===== config.mk =====
export PLATFORM = sky130hd
export DESIGN_NAME = imem_loader
export DESIGN_NICKNAME = d
export VERILOG_FILES = /design/src/rtl/imem_loader.sv
export SDC_FILE = /design/constraint.sdc
export NUM_CORES = 1
export LEC_CHECK = 0
export BUFFER_PORTS_ARGS = -buffer_cell sky130_fd_sc_hd__clkbuf_2
export CORE_MARGIN = 3
export CORE_UTILIZATION = 35
export CTS_CLUSTER_SIZE = 30
export DETAILED_ROUTE_END_ITERATION = 8
export PLACE_DENSITY = 0.61
export SYNTH_ARGS = -nofsm -noshare
export SYNTH_HDL_FRONTEND = slang
export SYNTH_SLANG_ARGS = --single-unit

===== constraint.sdc =====
create_clock -name clk_i -period 3.9 [get_ports clk_i]
set_input_delay 0.585 -clock clk_i [delete_from_list [all_inputs] [get_ports clk_i]]
set_output_delay 0.585 -clock clk_i [all_outputs]
set_load 0.03 [all_outputs]

===== src/rtl/imem_loader.sv =====
// Program loader: receives COUNT/words/CHK byte frames and writes them into instruction memory.
// The core is held in reset while a load runs and is released only after the checksum matches.
module imem_loader #(
    parameter int ADDR_W = 5,
    parameter int DATA_W = 32
) (
    input  logic              clk_i,
    input  logic              rst_n_i,
    input  logic              start_i,
    input  logic [7:0]        rx_data_i,
    input  logic              rx_valid_i,
    output logic              rx_ready_o,
    output logic              imem_we_o,
    output logic [ADDR_W-1:0] imem_addr_o,
    output logic [DATA_W-1:0] imem_wdata_o,
    output logic              core_reset_o,
    output logic              busy_o,
    output logic              done_o,
    output logic              error_o
);

    localparam int CNT_W = ADDR_W + 1;
    localparam logic [8:0] DEPTH_B = 9'(1 << ADDR_W);

    typedef enum logic [2:0] {
        S_IDLE, S_COUNT, S_DATA, S_WRITE, S_CHECK, S_DONE, S_ERR
    } state_t;

    state_t              state_q;
    logic [CNT_W-1:0]    n_q;
    logic [CNT_W-1:0]    word_cnt_q;
    logic [1:0]          byte_cnt_q;
    logic [23:0]         buf_q;
    logic [7:0]          chk_q;
    logic                rx_ready_q;
    logic                imem_we_q;
    logic [ADDR_W-1:0]   imem_addr_q;
    logic [DATA_W-1:0]   imem_wdata_q;
    logic                core_reset_q;
    logic                busy_q;
    logic                done_q;
    logic                error_q;

    logic                accept;
    logic                count_bad;
    logic [CNT_W-1:0]    word_cnt_d;
    logic [DATA_W-1:0]   word_d;

    assign accept     = rx_valid_i & rx_ready_q;
    assign count_bad  = (rx_data_i == 8'd0) || ({1'b0, rx_data_i} > DEPTH_B);
    assign word_cnt_d = word_cnt_q + 1'b1;
    // Lanes 0..2 are already buffered; the byte arriving now is lane 3.
    assign word_d     = {rx_data_i, buf_q};

    always_ff @(posedge clk_i or negedge rst_n_i) begin
        if (!rst_n_i) begin
            state_q      <= S_IDLE;
            n_q          <= '0;
            word_cnt_q   <= '0;
            byte_cnt_q   <= '0;
            buf_q        <= '0;
            chk_q        <= '0;
            rx_ready_q   <= 1'b0;
            imem_we_q    <= 1'b0;
            imem_addr_q  <= '0;
            imem_wdata_q <= '0;
            core_reset_q <= 1'b0;
            busy_q       <= 1'b0;
            done_q       <= 1'b0;
            error_q      <= 1'b0;
        end else begin
            case (state_q)
                S_IDLE: begin
                    if (start_i) begin
                        state_q      <= S_COUNT;
                        core_reset_q <= 1'b1;
                        error_q      <= 1'b0;
                        word_cnt_q   <= '0;
                        byte_cnt_q   <= '0;
                        chk_q        <= '0;
                        rx_ready_q   <= 1'b1;
                        busy_q       <= 1'b1;
                    end
                end
                S_COUNT: begin
                    if (accept) begin
                        if (count_bad) begin
                            state_q    <= S_ERR;
                            error_q    <= 1'b1;
                            rx_ready_q <= 1'b0;
                            busy_q     <= 1'b0;
                        end else begin
                            n_q     <= rx_data_i[CNT_W-1:0];
                            state_q <= S_DATA;
                        end
                    end
                end
                S_DATA: begin
                    if (accept) begin
                        chk_q      <= chk_q ^ rx_data_i;
                        byte_cnt_q <= byte_cnt_q + 2'd1;
                        if (byte_cnt_q == 2'd3) begin
                            state_q      <= S_WRITE;
                            rx_ready_q   <= 1'b0;
                            imem_we_q    <= 1'b1;
                            imem_addr_q  <= word_cnt_q[ADDR_W-1:0];
                            imem_wdata_q <= word_d;
                        end else begin
                            buf_q[{byte_cnt_q, 3'b000} +: 8] <= rx_data_i;
                        end
                    end
                end
                S_WRITE: begin
                    imem_we_q  <= 1'b0;
                    word_cnt_q <= word_cnt_d;
                    byte_cnt_q <= '0;
                    rx_ready_q <= 1'b1;
                    state_q    <= (word_cnt_d == n_q) ? S_CHECK : S_DATA;
                end
                S_CHECK: begin
                    if (accept) begin
                        rx_ready_q <= 1'b0;
                        busy_q     <= 1'b0;
                        if (rx_data_i == chk_q) begin
                            state_q      <= S_DONE;
                            done_q       <= 1'b1;
                            core_reset_q <= 1'b0;
                        end else begin
                            state_q <= S_ERR;
                            error_q <= 1'b1;
                        end
                    end
                end
                S_DONE: begin
                    done_q  <= 1'b0;
                    state_q <= S_IDLE;
                end
                S_ERR: begin
                    // core_reset_q stays high so a corrupt image never runs.
                    state_q <= S_IDLE;
                end
                default: state_q <= S_IDLE;
            endcase
        end
    end

    assign rx_ready_o   = rx_ready_q;
    assign imem_we_o    = imem_we_q;
    assign imem_addr_o  = imem_addr_q;
    assign imem_wdata_o = imem_wdata_q;
    assign core_reset_o = core_reset_q;
    assign busy_o       = busy_q;
    assign done_o       = done_q;
    assign error_o      = error_q;

endmodule


==> metrics.txt, run 1 <==
Hold Violations, Final 0; Cells after Synth 424; Hold WS 335 ps; clk slew on worst S/H paths 70 ps; Avg Cell Area, Syn 10.5 um^2; Syn. warnings 0; CP Class flop to flop; antenna diode count 0; flop2flop setup slack 1280 ps; CP Capture Type flop; Ports 55; Sink Count 92; overflow left after global routing 0; post-CTS resize count 0; die height 119 um; leakage 0.00240 uW; reg2reg start state_q[2]; VDD IR max 0.279 mV; commonest non-fill, non-tap cell in the layout dfrtp_1; commonest cells after routing, fill and taps aside dfrtp_1 (92), o21ai_0 (54), clkbuf_2 (53), mux2_2 (45), inv_1 (31); Least-Margin Pin Slew 1140 ps; skew final 10.4 ps; Power Density 742 nW/um^2; Final TNS setup 0 ps; num rows 40; crit-path cells or3b_1 > nor2b_4 > buf_12 > mux2_2; Initial Util 0.364; HPWL Detailed 6650 um; f_max 0.381 GHz; Gate power share 0.384; switching share of power 0.401; MaxCap Viol Count 0; Synth Register Bits 92; Max stage delay on crit path 760 ps; post-synthesis cell area 4440 um^2; setup repair after global routing missed its margin false; Post-DRT Antenna Nets 0; final setup violation count 0; Main synth FF type dfrtp_1; Hold Crit Class input port to asynchronous set/reset pin; Psw 1520 uW; sequential share of the synthesized area 0.519; vias in the first global route 3,291; PortBufs 54; Clock Path Buffers 2; Reg power frac 0.392; cts bufs inserted 9; Clk Tree Root Cell clkbuf_16; Tcrit/Tclk final 0.672; layout cells sized above 1 0.273; antenna violations before repair 0; CP Data Required Time 4130 ps; Max-slew headroom 0.239; R2R depth 4; Routability Congestion 0.804; Yosys cell types 48; final WL 9930 um; drt first pass iters 4; TritonCTS clock tree built; Die Wd 119 um; Slowest-stage cell, CP or3b_1; hold_buf cts 0; asr flop ratio synth 1.00; Clk pwr share 0.224; Final nets 478; Internal Power 2270 uW; # DRC 0; outcome completed; syn_nets 442; Avg WL per Cell 15.7 um; Area Overhead vs Synth 15.0%; total track usage 0.149; Setup Buffers After CTS 0; core outline area 12,200 um^2; via/cell ratio 5.10; Startpoint Class flop; vias 3,227; clock latency at the later pin of the worst-skew pair 350 ps; Slew Limit Fails 0; EDFF count, synth 0; largest net degree at the start of global routing 67; worst reg2reg endpoint imem_wdata_o[8]; Critical Path AT 2850 ps; Final Critical Period 2620 ps; CTS H-Tree Depth 3; die area 14,100 um^2; starting DRC count in detailed routing 248; Critical Path Fanout Max 22; first-pass GRT wire length 17,000 um
[state kept, by name (all words and copies together) (netlist names), 2 cells and up]
name and cells:
imem_addr_o 5, byte_cnt_q 2, state_q 3, imem_wdata_o 32
n_q 6, word_cnt_q 6, chk_q 8, buf_q 24
[metrics by stage]
| stage | instance area [um^2] | util | total power, uW | worst slack [ps] | cells |
|---|---|---|---|---|---|
| after floorplan | 4440 | - | 2580 | 1590 | 424 |
| after global placement | 4820 | 0.395 | 2920 | 1310 | 617 |
| after detailed placement | 4820 | 0.395 | 2960 | 1280 | 617 |
| after CTS | 5100 | 0.418 | 3820 | 1280 | 633 |
| after global routing | 5100 | 0.418 | 4060 | 1140 | 633 |
| final | 5100 | 0.418 | 3790 | 1280 | 633 |
[cell usage after synthesis (2+ instances only)]
library cell  count  share of area
a211oi_1          2         0.0034
a21oi_1           7         0.0079
a31oi_1           4         0.0056
a32oi_1           3         0.0059
and3_1            4         0.0056
buf_1             3         0.0025
buf_2             9          0.010
buf_4             3         0.0051
clkbuf_1         17          0.014
dfrtp_1          92           0.52
ha_1              6          0.017
inv_1            31          0.026
mux2_2           45           0.11
mux2i_1           3         0.0068
nand2_1          23          0.019
nand2b_1          4         0.0056
nand3_1          29          0.033
nand4_1           5         0.0070
nor2_1           22          0.019
nor2b_1           4         0.0056
nor3_1            5         0.0056
nor3b_1           6          0.010
nor4b_4           2          0.011
o21ai_0          54          0.061
o22ai_1           2         0.0028
or4_4             2         0.0051
xnor2_1          14          0.028
xor2_1            3         0.0059
[worst max-delay path: cells and delay by family, from the launching register on]
family        cells  cell delay [ps]
flops             1              580
buf+inv           1              250
mux               1              350
simple gates      2             1310
[cell type report]
cell class / instances / area (um^2)
Tap cell: 168 / 210
Multi-Input combinational cell: 268 / 1870
Timing Repair Buffer: 58 / 315
Fill cell: 1176 / 7110
Sequential cell: 92 / 2300
Inverter: 31 / 116
Clock inverter: 5 / 42.5
Clock buffer: 11 / 243
[per-layer routing]
| metal | GRT usage | share of wire |
|---|---|---|
| met5 | 0 | 0 |
| met4 | 0.0572 | 0.020 |
| met3 | 0.0287 | 0.033 |
| met2 | 0.231 | 0.47 |
| met1 | 0.207 | 0.48 |
[cells by family (layout without fill, tap and decap cells)]
group	count (synthesis)	after routing	synth area share
DFF	92	92	0.519
xor gates and xnor gates	17	17	0.0335
buffers and inverters	64	105	0.0609
and+or+nand+nor	113	113	0.140
muxes	48	48	0.121
adders and majority gates	6	6	0.0169
AOI/OAI and AO/OA	84	84	0.110
[worst max-delay path by stage]
stage / startpoint / to
final: state_q[2] / imem_wdata_o[8]
after global routing: state_q[2] / buf_q[3]
after CTS: state_q[2] / imem_wdata_o[30]
after detailed placement: state_q[2] / imem_wdata_o[30]
after global placement: state_q[2] / imem_wdata_o[4]
after floorplan: rx_data_i[4] / busy_o
[power by group through the flow]
stage / clock (uW) / sequential, uW / combinational (uW)
after global placement: 0 / 1500 / 1430
after global routing: 914 / 1530 / 1610
after floorplan: 0 / 1670 / 915
after detailed placement: 0 / 1500 / 1460
after CTS: 868 / 1490 / 1460
final: 847 / 1480 / 1460
No activity file was read; power rests on OpenSTA's default activity.
==> run 2, diff against run 1 <==
- clock period: 3.9 -> 2.61 ns (I/O delays scaled with it)
==> run 2 against run 1 <==
  * Die area unchanged
  * Sequential share of layout area down 1.4 points
  * Global-route usage grew 0.10 points
  * Critical path type unchanged
  * Largest cell class unchanged
  * Highest routed layer unchanged
==> metrics.txt, run 2 (synthesis gave the netlist of run 1 again) <==
Hold Crit Class input port to flop (was input port to asynchronous set/reset pin); HPWL Detailed 6910 um (was 6650 um); final WL 9970 um (was 9930 um); Largest register FFs 32 (unchanged); outcome completed (unchanged); Setup Buffers After CTS 0 (unchanged); Slew Limit Fails 0 (unchanged); Final TNS setup 0 ps (unchanged); Critical Path Start state_q[2] (unchanged); leakage 0.00250 uW (was 0.00240 uW); total track usage 0.150 (was 0.149); largest net degree at the start of global routing 42 (was 67); routed metal-1 wirelength 4570 um (was 4790 um); fin area 5270 um^2 (was 5100 um^2); Clk Tree Root Cell clkbuf_16 (unchanged); via/cell ratio 5.00 (was 5.10); CTS H-Tree Depth 3 (unchanged); Routability Congestion 0.794 (was 0.804); Critical Path AT 2270 ps (was 2850 ps); Area Overhead vs Synth 18.7% (was 15.0%); reg2reg start state_q[2] (unchanged); Critical Path Fanout Max 6 (was 22); TritonCTS clock tree built (unchanged); Hold WS 456 ps (was 335 ps); top routing layer in use met4 (unchanged); Final nets 495 (was 478); Ports 55 (unchanged); PortBufs 54 (unchanged); VDD IR max 0.415 mV (was 0.279 mV); CP Class flop to flop (unchanged); setup repair after global routing missed its margin false (unchanged); layout cells sized above 1 0.299 (was 0.273); first-pass GRT wire length 17,000 um (about the same); clk slew on worst S/H paths 70 ps (about the same); crit-path cells nor3b_1 > nand4bb_1 > a21oi_2 > mux2_2 (was or3b_1 > nor2b_4 > buf_12 > mux2_2); core outline area 12,200 um^2 (unchanged); CP Data Required Time 2840 ps (was 4130 ps); # DRC 0 (unchanged); overflow left after global routing 0 (unchanged); Final WS setup 568 ps (was 1280 ps); Startpoint Class flop (unchanged); Post-DRT Antenna Nets 0 (unchanged); hold_buf cts 1 (was 0); Max-slew headroom 0.617 (was 0.239); Initial Util 0.364 (unchanged); post-place instance area 4950 um^2 (was 4820 um^2); Clock Path Buffers 2 (unchanged); worst setup path endpoint n_q[5] (was imem_wdata_o[8]); clock latency at the later pin of the worst-skew pair 340 ps (was 350 ps); routed wl met3 461 um (was 325 um); drt first pass iters 4 (unchanged); Final Critical Period 2040 ps (was 2620 ps); die area 14,100 um^2 (unchanged); final setup violation count 0 (unchanged); antenna violations before repair 0 (unchanged); Slowest-stage cell, CP nor3b_1 (was or3b_1); commonest non-fill, non-tap cell in the layout dfrtp_1 (unchanged); starting DRC count in detailed routing 187 (was 248); commonest cells after routing, fill and taps aside dfrtp_1 (92), o21ai_0 (54), clkbuf_2 (53), mux2_2 (45), inv_1 (31) (unchanged); post-CTS resize count 0 (unchanged); worst reg2reg endpoint n_q[5] (was imem_wdata_o[8]); Hold Violations, Final 0 (unchanged); Die Wd 119 um (unchanged); Tcrit/Tclk final 0.782 (was 0.672); vias in the first global route 3,266 (was 3,291); die height 119 um (unchanged); skew final 8.17 ps (was 10.4 ps); flop2flop setup slack 570 ps (was 1280 ps); f_max 0.490 GHz (was 0.381 GHz); cts bufs inserted 9 (unchanged); Least-Margin Pin Slew 573 ps (was 1140 ps); Max stage delay on crit path 520 ps (was 760 ps); antenna diode count 0 (unchanged); Placement Setup Slack 431 ps (was 1280 ps); R2R depth 4 (unchanged); Sink Count 92 (unchanged); num rows 40 (unchanged); met2 wire len 4830 um (was 4620 um); CP Capture Type flop (unchanged); Power Density 1100 nW/um^2 (was 742 nW/um^2); MaxCap Viol Count 0 (unchanged); Avg WL per Cell 15.3 um (was 15.7 um); vias 3,252 (was 3,227)
[run 2: metrics by stage]
step	utilization	power, uW	instances
2_1_floorplan	-	3860	424
3_3_place_gp	0.405	4440	633
3_5_place_dp	0.405	4510	633
4_1_cts	0.431	5880	650
5_1_grt	0.431	6240	650
6_report	0.431	5810	650
[run 2: how the worst min path moves through the flow]
stage / from / end / depth (start not counted)
6_report: rx_data_i[5] / chk_q[5] / 3
5_1_grt: rx_data_i[7] / chk_q[7] / 3
4_1_cts: rx_data_i[7] / chk_q[7] / 3
3_5_place_dp: rst_n_i / done_o / 1
3_3_place_gp: rst_n_i / core_reset_o / 1
2_1_floorplan: rst_n_i / buf_q[0] / 0
[run 2: where the power goes]
part	switching (uW)	internal (uW)
sequential	325	1890
clock	580	757
combinational	1370	889
[run 2: area by class of cell]
type | instances | area, um^2
Sequential cell | 92 | 2300
Fill cell | 1191 | 6940
Clock buffer | 9 | 225
Inverter | 31 | 116
Multi-Input combinational cell | 268 | 1870
Tap cell | 168 | 210
Timing Repair Buffer | 75 | 458
Clock inverter | 7 | 81.3
[run 2: metal layers]
layer	up-vias	global-route usage
met1	1589	0.200
li1	1573	-
met2	80	0.247
met3	10	0.0316
met5	-	0
met4	0	0.0463
[run 2: worst max-delay path: cells and delay by family, from the launching register on]
kind,cells,cell delay (ps)
flops,1,410
compound gates,1,360
simple gates,2,780
mux,1,380
